**config.mk**
```make
export PLATFORM = sky130hd
export DESIGN_NAME = data_sram_response
export DESIGN_NICKNAME = d
export VERILOG_FILES = /design/src/rtl/data_sram_response_pkg.sv /design/src/rtl/data_sram_response_load_data_extract.sv /design/src/rtl/data_sram_response.sv
export SDC_FILE = /design/constraint.sdc
export NUM_CORES = 1
export LEC_CHECK = 0
export CORE_MARGIN = 1
export CORE_UTILIZATION = 50
export CTS_BUF_LIST = sky130_fd_sc_hd__clkbuf_4 sky130_fd_sc_hd__clkbuf_8
export DETAILED_ROUTE_END_ITERATION = 16
export PLACE_DENSITY = 0.9
export SETUP_SLACK_MARGIN = 0.4
export SYNTH_ARGS = -nofsm -noshare
export SYNTH_HDL_FRONTEND = slang
export SYNTH_SLANG_ARGS = --single-unit
export TNS_END_PERCENT = 20
```
**constraint.sdc**
```tcl
create_clock -name clk -period 5.4 [get_ports clk]
set_input_delay 0.54 -clock clk [delete_from_list [all_inputs] [get_ports clk]]
set_output_delay 0.54 -clock clk [all_outputs]
set_load 0.005 [all_outputs]
```
**src/rtl/data_sram_response_pkg.sv**
```systemverilog
// Shared definitions for the MEM-stage data-SRAM response path: access-type
// bit positions, default outstanding-request limit and extension helpers.
package data_sram_response_pkg;

   localparam int unsigned MAX_OUTST_DEF = 2;

   localparam int unsigned ACC_W   = 0;
   localparam int unsigned ACC_H   = 1;
   localparam int unsigned ACC_B   = 2;
   localparam int unsigned ACC_HU  = 3;
   localparam int unsigned ACC_BU  = 4;
   localparam int unsigned ACC_WL  = 5;
   localparam int unsigned ACC_WR  = 6;
   localparam int unsigned ACC_NUM = 7;

   typedef logic [ACC_NUM-1:0] acc_type_t;

   function automatic logic [31:0] ext8(input logic [7:0] v, input logic sgn);
      return {{24{sgn & v[7]}}, v};
   endfunction

   function automatic logic [31:0] ext16(input logic [15:0] v, input logic sgn);
      return {{16{sgn & v[15]}}, v};
   endfunction

endpackage

```
**src/rtl/data_sram_response_load_data_extract.sv**
```systemverilog
// Combinational load-data extraction: selects/extends bytes and halves and
// performs the lwl/lwr merge with the old rt value.
module load_data_extract
   import data_sram_response_pkg::*;
(
   input  logic [31:0] rdata,
   input  acc_type_t   acc_type,
   input  logic [1:0]  byte_offset,
   input  logic [31:0] rt_old,
   output logic [31:0] load_data
);

   logic [7:0]  byte_sel;
   logic [15:0] half_sel;

   always_comb begin
      case (byte_offset)
         2'd0:    byte_sel = rdata[7:0];
         2'd1:    byte_sel = rdata[15:8];
         2'd2:    byte_sel = rdata[23:16];
         default: byte_sel = rdata[31:24];
      endcase
      half_sel = byte_offset[1] ? rdata[31:16] : rdata[15:0];
   end

   always_comb begin
      load_data = '0;
      if (acc_type[ACC_W]) begin
         load_data = rdata;
      end else if (acc_type[ACC_B] | acc_type[ACC_BU]) begin
         load_data = ext8(byte_sel, acc_type[ACC_B]);
      end else if (acc_type[ACC_H] | acc_type[ACC_HU]) begin
         load_data = ext16(half_sel, acc_type[ACC_H]);
      end else if (acc_type[ACC_WL]) begin
         // lwl fills the high end of rt with the low bytes of the word
         case (byte_offset)
            2'd0:    load_data = {rdata[7:0],  rt_old[23:0]};
            2'd1:    load_data = {rdata[15:0], rt_old[15:0]};
            2'd2:    load_data = {rdata[23:0], rt_old[7:0]};
            default: load_data = rdata;
         endcase
      end else if (acc_type[ACC_WR]) begin
         case (byte_offset)
            2'd0:    load_data = rdata;
            2'd1:    load_data = {rt_old[31:24], rdata[31:8]};
            2'd2:    load_data = {rt_old[31:16], rdata[31:16]};
            default: load_data = {rt_old[31:8],  rdata[31:24]};
         endcase
      end
   end

endmodule

```
**src/rtl/data_sram_response.sv**
```systemverilog
// MEM-stage data-SRAM response tracker: counts outstanding requests, drops
// beats of flushed instructions, buffers early beats and extracts load data.
module data_sram_response
   import data_sram_response_pkg::*;
#(
   parameter int unsigned MAX_OUTST = MAX_OUTST_DEF
) (
   input  logic        clk,
   input  logic        resetn,
   input  logic        req_accepted_EX,
   input  logic        data_sram_data_ok,
   input  logic [31:0] data_sram_rdata,
   output logic        req_allow_EX,
   input  logic        mem_req_MEM,
   input  logic        MEM_WB_transfer,
   input  logic        flush,
   input  logic        mem_w_MEM,
   input  logic        mem_h_MEM,
   input  logic        mem_b_MEM,
   input  logic        mem_hu_MEM,
   input  logic        mem_bu_MEM,
   input  logic        mem_wl_MEM,
   input  logic        mem_wr_MEM,
   input  logic [1:0]  byte_offset_MEM,
   input  logic [31:0] rt_old_MEM,
   output logic [31:0] load_data_MEM,
   output logic        data_ready_MEM,
   output logic        MEM_stall_not_ready
);

   localparam int unsigned CW = $clog2(MAX_OUTST + 1);

   logic [CW-1:0] outst_cnt;
   logic [CW-1:0] discard_cnt;
   logic          buf_valid;
   logic [31:0]   buf_data;
   logic          live_ok;
   logic [31:0]   src_data;
   logic [31:0]   ext_data;
   acc_type_t     acc_type;

   always_comb begin
      acc_type         = '0;
      acc_type[ACC_W]  = mem_w_MEM;
      acc_type[ACC_H]  = mem_h_MEM;
      acc_type[ACC_B]  = mem_b_MEM;
      acc_type[ACC_HU] = mem_hu_MEM;
      acc_type[ACC_BU] = mem_bu_MEM;
      acc_type[ACC_WL] = mem_wl_MEM;
      acc_type[ACC_WR] = mem_wr_MEM;
   end

   assign live_ok             = data_sram_data_ok & (discard_cnt == '0);
   assign req_allow_EX        = (outst_cnt < CW'(MAX_OUTST));
   assign data_ready_MEM      = buf_valid | (live_ok & mem_req_MEM);
   assign MEM_stall_not_ready = mem_req_MEM & ~data_ready_MEM;
   assign src_data            = buf_valid ? buf_data : data_sram_rdata;
   assign load_data_MEM       = data_ready_MEM ? ext_data : '0;

   load_data_extract u_extract (
      .rdata       (src_data),
      .acc_type    (acc_type),
      .byte_offset (byte_offset_MEM),
      .rt_old      (rt_old_MEM),
      .load_data   (ext_data)
   );

   always_ff @(posedge clk) begin
      if (!resetn) begin
         outst_cnt <= '0;
      end else begin
         case ({req_accepted_EX, data_sram_data_ok})
            2'b10:   outst_cnt <= outst_cnt + CW'(1);
            2'b01:   outst_cnt <= outst_cnt - CW'(1);
            default: outst_cnt <= outst_cnt;
         endcase
      end
   end

   // A beat arriving in the flush cycle is already consumed, so it is not
   // left in the discard count.
   always_ff @(posedge clk) begin
      if (!resetn) begin
         discard_cnt <= '0;
      end else if (flush) begin
         discard_cnt <= outst_cnt - CW'(data_sram_data_ok);
      end else if (data_sram_data_ok && discard_cnt != '0) begin
         discard_cnt <= discard_cnt - CW'(1);
      end
   end

   always_ff @(posedge clk) begin
      if (!resetn) begin
         buf_valid <= 1'b0;
         buf_data  <= '0;
      end else if (flush || MEM_WB_transfer) begin
         buf_valid <= 1'b0;
      end else if (live_ok && mem_req_MEM) begin
         buf_valid <= 1'b1;
         buf_data  <= data_sram_rdata;
      end
   end

   always_ff @(posedge clk) begin
      if (resetn) begin
         assert (!(data_sram_data_ok && outst_cnt == '0));
         assert (!(live_ok && buf_valid));
      end
   end

endmodule
```
## Yosys cells after proc, flatten, opt, wreduce, memory -nomap -nowiden

Index checks and enable logic that the tools add are counted.

| storage, ports and cells | value |
|---|---|
| bits in latches | 0 |
| memory bits (read-only) | 0 |
| bits of input ports | 80 |
| word-level logic and storage cells | 48 |
| register bits | 37 |
| RAM bits | 0 |
| memories kept | 0 |

| operators by class | value |
|---|---|
| $mul | 0 |
| shift operators | 0 |
| bitwise gates (word level) | 11 |
| order comparisons | 1 |
| div/mod/pow operators | 0 |
| equality and inequality tests | 4 |
| mux-type cells | 14 |
| reductions and logical operators | 10 |
| add/sub/neg operators | 4 |

Operator list:

| cell | count |
|---|---|
| 2-to-1 mux 32 bit | 7 |
| case mux 32 bit (3 select lines) | 2 |
| case mux 8 bit (3 select lines) | 1 |
| 2-to-1 mux 16 bit | 1 |
| nonzero test 2 bit | 3 |
| AND 1 bit | 5 |
| equality test 2 x 1 -> 1 bit (second input constant) | 2 |
| equality test 2 bit (second input constant) | 2 |
| logical NOT 2 bit | 2 |
| 2-to-1 mux 2 bit | 2 |
| case mux 2 bit (2 select lines) | 1 |
| subtractor 2 x 1 -> 2 bit (second input constant) | 2 |
| NOT 1 bit | 3 |
| OR 1 bit | 3 |
| adder 2 x 1 -> 2 bit (second input constant) | 1 |
| logical AND 1 bit | 2 |
| < comparator 2 bit (second input constant) | 1 |
| AND reduction 2 bit | 1 |
| OR reduction 2 bit | 1 |
| subtractor 2 x 1 -> 2 bit | 1 |
| logical OR 1 bit | 1 |

## Depth between registers and ports, before layout

Gate-level depths: netlist of run 1.

| logic depth | value |
|---|---|
| depth in word-level cells | 8 |
| mapped depth | 9 |

## Modules after synthesis

A second synthesis of run 1 with hierarchy kept.

| unflattened totals | value |
|---|---|
| cell total of the unflattened synthesis | 536 |
| area total of the unflattened synthesis | 4215.3 um^2 |

Modules (own cells, without submodules):

| module | seq. area each (um^2) | cells an instance | area each (um^2) | instances |
|---|---|---|---|---|
| data_sram_response | 740.7 | 243 | 2189.6 | 1 |
| load_data_extract | 0.0 | 293 | 2025.7 | 1 |

## Least setup slack after synthesis of run 1

No wires, ideal clock.

| timing | value |
|---|---|
| path kind | input port to output port |
| start | input port byte_offset_MEM[1] |
| end | output port load_data_MEM[17] |
| arrival time | 2222 ps |
| stages | 6 |
| data required time | 4860 ps |
| setup slack | 2638 ps |
| cells stage by stage | buf_6 > mux4_2 > mux2_4 > a211oi_4 > o221ai_1 > and3_1 |

| on the way | value |
|---|---|
| cells in the longest elaborated chain, start to end | 8 |
| elaborated cells on any way between the ends | 15 |

RTL lines:

| item | RTL line | text |
|---|---|---|
| start, declared | data_sram_response.sv:24 | `input logic [1:0] byte_offset_MEM,` |
| equality test 2 bit (tied with other cells) | data_sram_response_load_data_extract.sv:17, data_sram_response_load_data_extract.sv:36, data_sram_response_load_data_extract.sv:43 |  |
| case mux 32 bit (3 select lines) | data_sram_response_load_data_extract.sv:43 | `case (byte_offset)` |
| 2-to-1 mux 32 bit | data_sram_response_load_data_extract.sv:42 | `end else if (acc_type[ACC_WR]) begin` |
| 2-to-1 mux 32 bit | data_sram_response_load_data_extract.sv:34 | `end else if (acc_type[ACC_WL]) begin` |
| 2-to-1 mux 32 bit | data_sram_response_load_data_extract.sv:32 | `end else if (acc_type[ACC_H] \| acc_type[ACC_HU]) begin` |
| 2-to-1 mux 32 bit (*) | data_sram_response_load_data_extract.sv:30 | `end else if (acc_type[ACC_B] \| acc_type[ACC_BU]) begin` |
| 2-to-1 mux 32 bit (*) | data_sram_response_load_data_extract.sv:28 | `if (acc_type[ACC_W]) begin` |
| 2-to-1 mux 32 bit (*) | data_sram_response.sv:58 | `assign load_data_MEM = data_ready_MEM ? ext_data : '0;` |
| end, declared | data_sram_response.sv:26 | `output logic [31:0] load_data_MEM,` |

Every way passes the cells marked *; elsewhere a longest branch is shown, timed or not.

## Worst setup path after layout of run 1

| timing | value |
|---|---|
| start | input port byte_offset_MEM[1] |
| end | output port load_data_MEM[30] |

The elaborated chain is that of the path after synthesis.

==> flow_summary.yaml, run 1 <==
outcome:
  status: "completed"
grt:
  grt_use_total_pct: 35.6
  grt_pass1_wl_um: 24400
  antenna_found_initial: 0
  grt_max_degree: 54
  first_global_vias: 4491
  grt_overflow: 0
detailed_routing:
  firstDrtPassIters: 5
  viasPerCell: 6.78
  drc_errors: 0
  vias: 4934
  wl_um: 15900
  wl_per_cell_um: 21.8
  ant_nets: 0
  dr.first_iter.drc_count: 454
flow_run:
  drv_cap: 0
cts:
  numCtsBuffers: 5
  cts_tree: "done"
  cts.sinks: 37
  clockBufferDepth: 2
  insertion_delay_ps: 300
  cts_setup_buffers: 0
  htree_levels: 2
  clk_pin_slew_ps: 80
  cts_resized: 0
  holdBufCountCts: 0
  cts_root_buf: "clkbuf_8"
worst_setup_path:
  rrSetupSlack_ps: 3400
  crit_buf_inv: 2
  crit_chain: "buf_2 -> mux4_2 -> mux2_4 -> and2_1 -> o21ai_0 -> o22ai_1 -> clkdlybuf4s50_1"
  end_kind: "primary output"
  cp_data_required_time_ps: 4860
  crit_arrival_ps: 3700
  crit_family: "buffers and inverters"
  worstSetupStartpointType: "primary input"
  cp_max_fo: 31
  crit_start: "byte_offset_MEM[1]"
  slowest_stage: "o21ai_0"
  r2r-start: "discard_cnt[0]$_SDFFE_PN0P_"
  max_stage_delay_ps: 740
  crit_type: "in -> out"
min_path:
  min_path_type: "reg -> reg"
  worstHoldStart: "buf_data[7]$_SDFFE_PN0P_"
die:
  core_area_sq_um: 8300
  rows: 33
  dieHeight_um: 95.0
  top_level_ports: 115
  design.die.area_sq_um: 9020
  dieWidth_um: 95.0
  initial_core_util_pct: 52.1
layout:
  num_antenna_cells: 0
  fin_area_sq_um: 5560
  drive_above_1_share_pct: 8.83
  syn2layout_area_growth_pct: 28.6
  nets: 705
  final_common_cell: "clkdlybuf4s50_1"
  final_cell_mix: "112 x clkdlybuf4s50_1, 103 x nand2_1, 39 x mux2i_1"
power:
  p_per_area_nw_per_um2: 170
  leakagePower_nw: 1.87
  ir_drop_mv: 0.248
logic_synthesis:
  ys_warn_count: 0
  synthCells: 544
  synth_edf_count: 0
  ys_seq_area_share_pct: 17.1
  ys_ff_latch: 37
  async_flop_share_pct: 0
  ys_dominant_reg_cell: "dfxtp_1"
  synth_nets: 627
  synth_area_per_cell_sq_um: 7.94
  synth.cell_area_sq_um: 4320
  ys_types: 55
sta:
  drv_slew: 0
  finalCritPeriodShare_pct: 78.5
  setup_tns_ps: 0
  max_slew_margin_pct: 22.2
  rsz0062_at_grt: "no"
  period_minus_slack_ps: 4240
  hold_viol_final: 0
  setup_violations: 0
  setup_slack_ps: 1160
  tightest_slew_ps: 1160
  skew_ps: 9.98
  max_freq_ghz: 0.236
place:
  place_hpwl_um: 11600
  gp_congestion: 0.978
  dpl_cell_area_sq_um: 5430
  portBuffers: 114
  place_ws_ps: 1190
## kinds of logic after synthesis
kind of cell    synth area share, %
fa+ha+maj                     0.869
compound gates                 30.3
xor+xnor                      0.811
mux                            26.8
simple gates                   18.6
flops                          17.1
buf+inv                        5.62
## final timing paths
| check | end | depth (start not counted) |
|---|---|---|
| setup / recovery | load_data_MEM[30] | 7 |
| hold / removal | buf_data[7]$_SDFFE_PN0P_ | 2 |
| setup reg to reg | buf_data[3]$_SDFFE_PN0P_ | 5 |
| hold reg to reg | buf_data[7]$_SDFFE_PN0P_ | 2 |
## cells in the mapped netlist, drive strengths merged, types with 2 or more instances
cell    number  area (sq um)
o32ai        5          43.8
o21bai       3          22.5
dfxtp       37           741
clkbuf      36           135
o211a        4          40.0
and2         9          56.3
inv          9          33.8
ha           3          37.5
buf         13          70.1
a221oi       8          70.1
nor2b        8          50.1
o22ai       10          62.6
o221ai      11          96.3
mux2i       39           390
or2          2          12.5
o21ai       26           130
and3        12          75.1
a221o        2          20.0
a31oi       11          68.8
nor2        29           109
mux2         7          82.6
o21a         4          30.0
a211o        3          26.3
a21o         3          22.5
and3b        2          17.5
a22oi        6          45.0
a21boi      34           255
nand3        2          10.0
mux4        30           683
a21oi       26           130
xnor2        4          35.0
a32o         2          20.0
nand2b       3          18.8
o2111a       3          33.8
a211oi      17           140
nor3         6          30.0
nand2      103           387
## routing by layer
layer	up-vias	track usage (%)	wire length, um
met5	-	0	0
met4	0	6.94	273
met3	33	5.88	1600
met2	343	56.4	7150
met1	2342	51.1	6830
li1	2216	-	-
## stage by stage
step	total power [W]	util (%)	std cells	hold WS, ps
after floorplan	0.000493	-	544	450
after global placement	0.000645	65.4	720	463
after detailed placement	0.000651	65.4	720	474
after CTS	0.000938	67.0	728	486
after global routing	0.000990	67.0	728	510
final	0.000945	67.0	728	485
## power by group
group | switching, W | internal (W) | total (W)
logic | 0.000186 | 0.000181 | 0.000367
clock network | 0.000105 | 0.000184 | 0.000288
registers | 0.00000803 | 0.000281 | 0.000289
## flip-flops by register name, summed over array words and instances (netlist names)
register / count
buf_data: 32
discard_cnt: 2
outst_cnt: 2
buf_valid: 1
## worst min-delay path, stage by stage (launching register included)
cell and delay (ps):
dfxtp_1 330, nand2_1 50, a21boi_0 60
## area by class of cell
| class | count | area, sq um |
|---|---|---|
| well taps | 105 | 131 |
| repair buffers | 120 | 1180 |
| multi-input cells | 448 | 3340 |
| clock buffers | 5 | 68.8 |
| clock inverters | 3 | 65.1 |
| fillers | 669 | 2740 |
| inverters | 10 | 37.5 |
| flip-flops and latches | 37 | 742 |
(Power assumes the default switching activity.)
==> run 2: changes to the inputs <==
clock period = 4.2 ns   (was 5.4 ns; I/O delays follow)
==> run 2 against run 1 <==
Net effect:
- clock-buffer cell count rose by 1
- global-route usage fell by 1.2 points
- sequential power rose by 29%
- critical path type unchanged
- total power rose by 25%
- critical path depth did not move
- critical endpoint is now load_data_MEM[18]
- cell count rose by 1.2%
- clock power rose by 15%
- via count fell by 0.30%
==> flow_summary.yaml, run 2 (synthesis gave the netlist of run 1 again) <==
grt:
  grt_use_total_pct: 34.5
  grt_max_degree: 52
  first_global_vias: 4511
  antenna_found_initial: 0
  grt_pass1_wl_um: 23700
  grt_overflow: 0
min_path:
  worstHoldStart: "buf_data[14]$_SDFFE_PN0P_"
  min_path_type: "reg -> reg"
  hold_depth: 2
  min_to: "buf_data[14]$_SDFFE_PN0P_"
worst_setup_path:
  cp_data_required_time_ps: 3780
  crit_chain: "buf_2 -> mux4_2 -> mux2_4 -> a211oi_4 -> o221ai_1 -> and3_1 -> clkdlybuf4s50_1"
  cp_max_fo: 17
  crit_arrival_ps: 3040
  rrSetupSlack_ps: 2210
  r2r-start: "discard_cnt[0]$_SDFFE_PN0P_"
  slowest_stage: "mux4_2"
  end_kind: "primary output"
  worstSetupStartpointType: "primary input"
  reg2regPathDepth: 5
  reg2reg_to: "buf_data[30]$_SDFFE_PN0P_"
  crit_type: "in -> out"
  max_stage_delay_ps: 610
layout:
  largest_reg_flops: 32
  final_common_cell: "clkdlybuf4s50_1"
  largest_register: "buf_data"
  regArea_sq_um: 742
  final_cell_mix: "112 x clkdlybuf4s50_1, 103 x nand2_1, 39 x mux2i_1"
  drive_above_1_share_pct: 10.1
  final.fill_count: 687
  fin_area_sq_um: 5630
  nets: 714
  num_antenna_cells: 0
  reg_top3: "buf_data: 32 flops, discard_cnt: 2 flops, outst_cnt: 2 flops"
  multi_input_area_sq_um: 3340
  syn2layout_area_growth_pct: 30.3
sta:
  period_minus_slack_ps: 3460
  rsz0062_at_grt: "no"
  max_slew_margin_pct: 24.2
  setup_tns_ps: 0
  hold_ws_ps: 487
  setup_violations: 0
  tightest_slew_ps: 1140
  finalCritPeriodShare_pct: 82.4
  hold_viol_final: 0
  skew_ps: 11.4
  drv_slew: 0
  max_freq_ghz: 0.289
power:
  p_per_area_nw_per_um2: 209
  seq_power_share_pct: 31.6
  ir_drop_mv: 0.215
  power.switching_w: 0.000393
  leakagePower_nw: 1.91
  switching_share_pct: 33.3
  combPwrFrac_pct: 40.3
  internal-power_w: 0.000785
  p_clk_share_pct: 28.1
cts:
  clk_pin_slew_ps: 70
  cts_resized: 0
  numCtsBuffers: 5
  htree_levels: 2
  clockBufferDepth: 2
  holdBufCountCts: 0
  cts.sinks: 37
  insertion_delay_ps: 290
  cts_root_buf: "clkbuf_8"
  cts_tree: "done"
  cts_setup_buffers: 0
place:
  place_hpwl_um: 11500
  dpl_cell_area_sq_um: 5520
  gp_congestion: 0.991
  portBuffers: 114
die:
  dieWidth_um: 95.0
  rows: 33
  design.die.area_sq_um: 9020
  core_area_sq_um: 8300
  dieHeight_um: 95.0
  top_level_ports: 115
  initial_core_util_pct: 52.1
flow_run:
  drv_cap: 0
detailed_routing:
  dr.first_iter.drc_count: 517
  ant_nets: 0
  vias: 4919
  wl_um: 15200
  firstDrtPassIters: 5
  wl_per_cell_um: 20.6
  drc_errors: 0
  viasPerCell: 6.67
outcome:
  status: "completed"
run 2: changes by cell type in the layout (fill, tap and decap cells not counted):
cell | before | now
clkinv_2 | 1 | 0
buf_4 | 6 | 13
clkbuf_4 | 0 | 1
buf_12 | 0 | 2
bufinv_16 | 2 | 1
clkinv_4 | 0 | 1
run 2: power by group through the flow:
stage / clock [W] / sequential [W] / combinational (W)
after CTS: 0.000334 / 0.000372 / 0.000465
after floorplan: 0 / 0.000377 / 0.000257
after detailed placement: 0 / 0.000380 / 0.000462
after global routing: 0.000350 / 0.000374 / 0.000509
final: 0.000332 / 0.000372 / 0.000475
after global placement: 0 / 0.000379 / 0.000456
run 2: how the worst max path moves through the flow:
stage	from	endpoint	slack (ps)
floorplan	byte_offset_MEM[1]	load_data_MEM[17]	1680
global placement	data_sram_rdata[15]	load_data_MEM[21]	820
detailed placement	data_sram_rdata[15]	load_data_MEM[18]	740
CTS	data_sram_rdata[15]	load_data_MEM[18]	740
global route	data_sram_rdata[15]	load_data_MEM[18]	640
finish	byte_offset_MEM[1]	load_data_MEM[18]	740
run 2: final cells by class:
cell class | instances | share of cell area [%]
clock buffers | 6 | 1.35
clock inverters | 2 | 0.689
inverters | 10 | 0.666
multi-input cells | 448 | 59.3
flip-flops and latches | 37 | 13.2
well taps | 105 | 2.33
repair buffers | 129 | 22.5
run 2: worst max-delay path, delay by kind of cell:
kind	cells	cell delay, ps
buffers and inverters	2	780
and+or+nand+nor	1	230
AOI/OAI and AO/OA	2	660
muxes	2	940
run 2: metrics by stage:
step	cells	setup slack [ps]	util [%]	power [W]
6_report	737	739	67.9	0.00118
5_1_grt	737	643	67.9	0.00123
4_1_cts	737	743	67.9	0.00117
3_5_place_dp	729	743	66.5	0.000842
3_3_place_gp	729	824	66.5	0.000835
2_1_floorplan	544	1680	-	0.000634
run 2: metal layers:
layer  part of all wire, %  track usage (%)  wire, um  vias to the layer above
li1                      -                -         -                     2236
met1                    43             50.3      6560                     2339
met2                    45             54.1      6880                      318
met3                    10             3.62      1530                       26
met4                   1.6             8.59       245                        0
met5                     0                0         0                        -
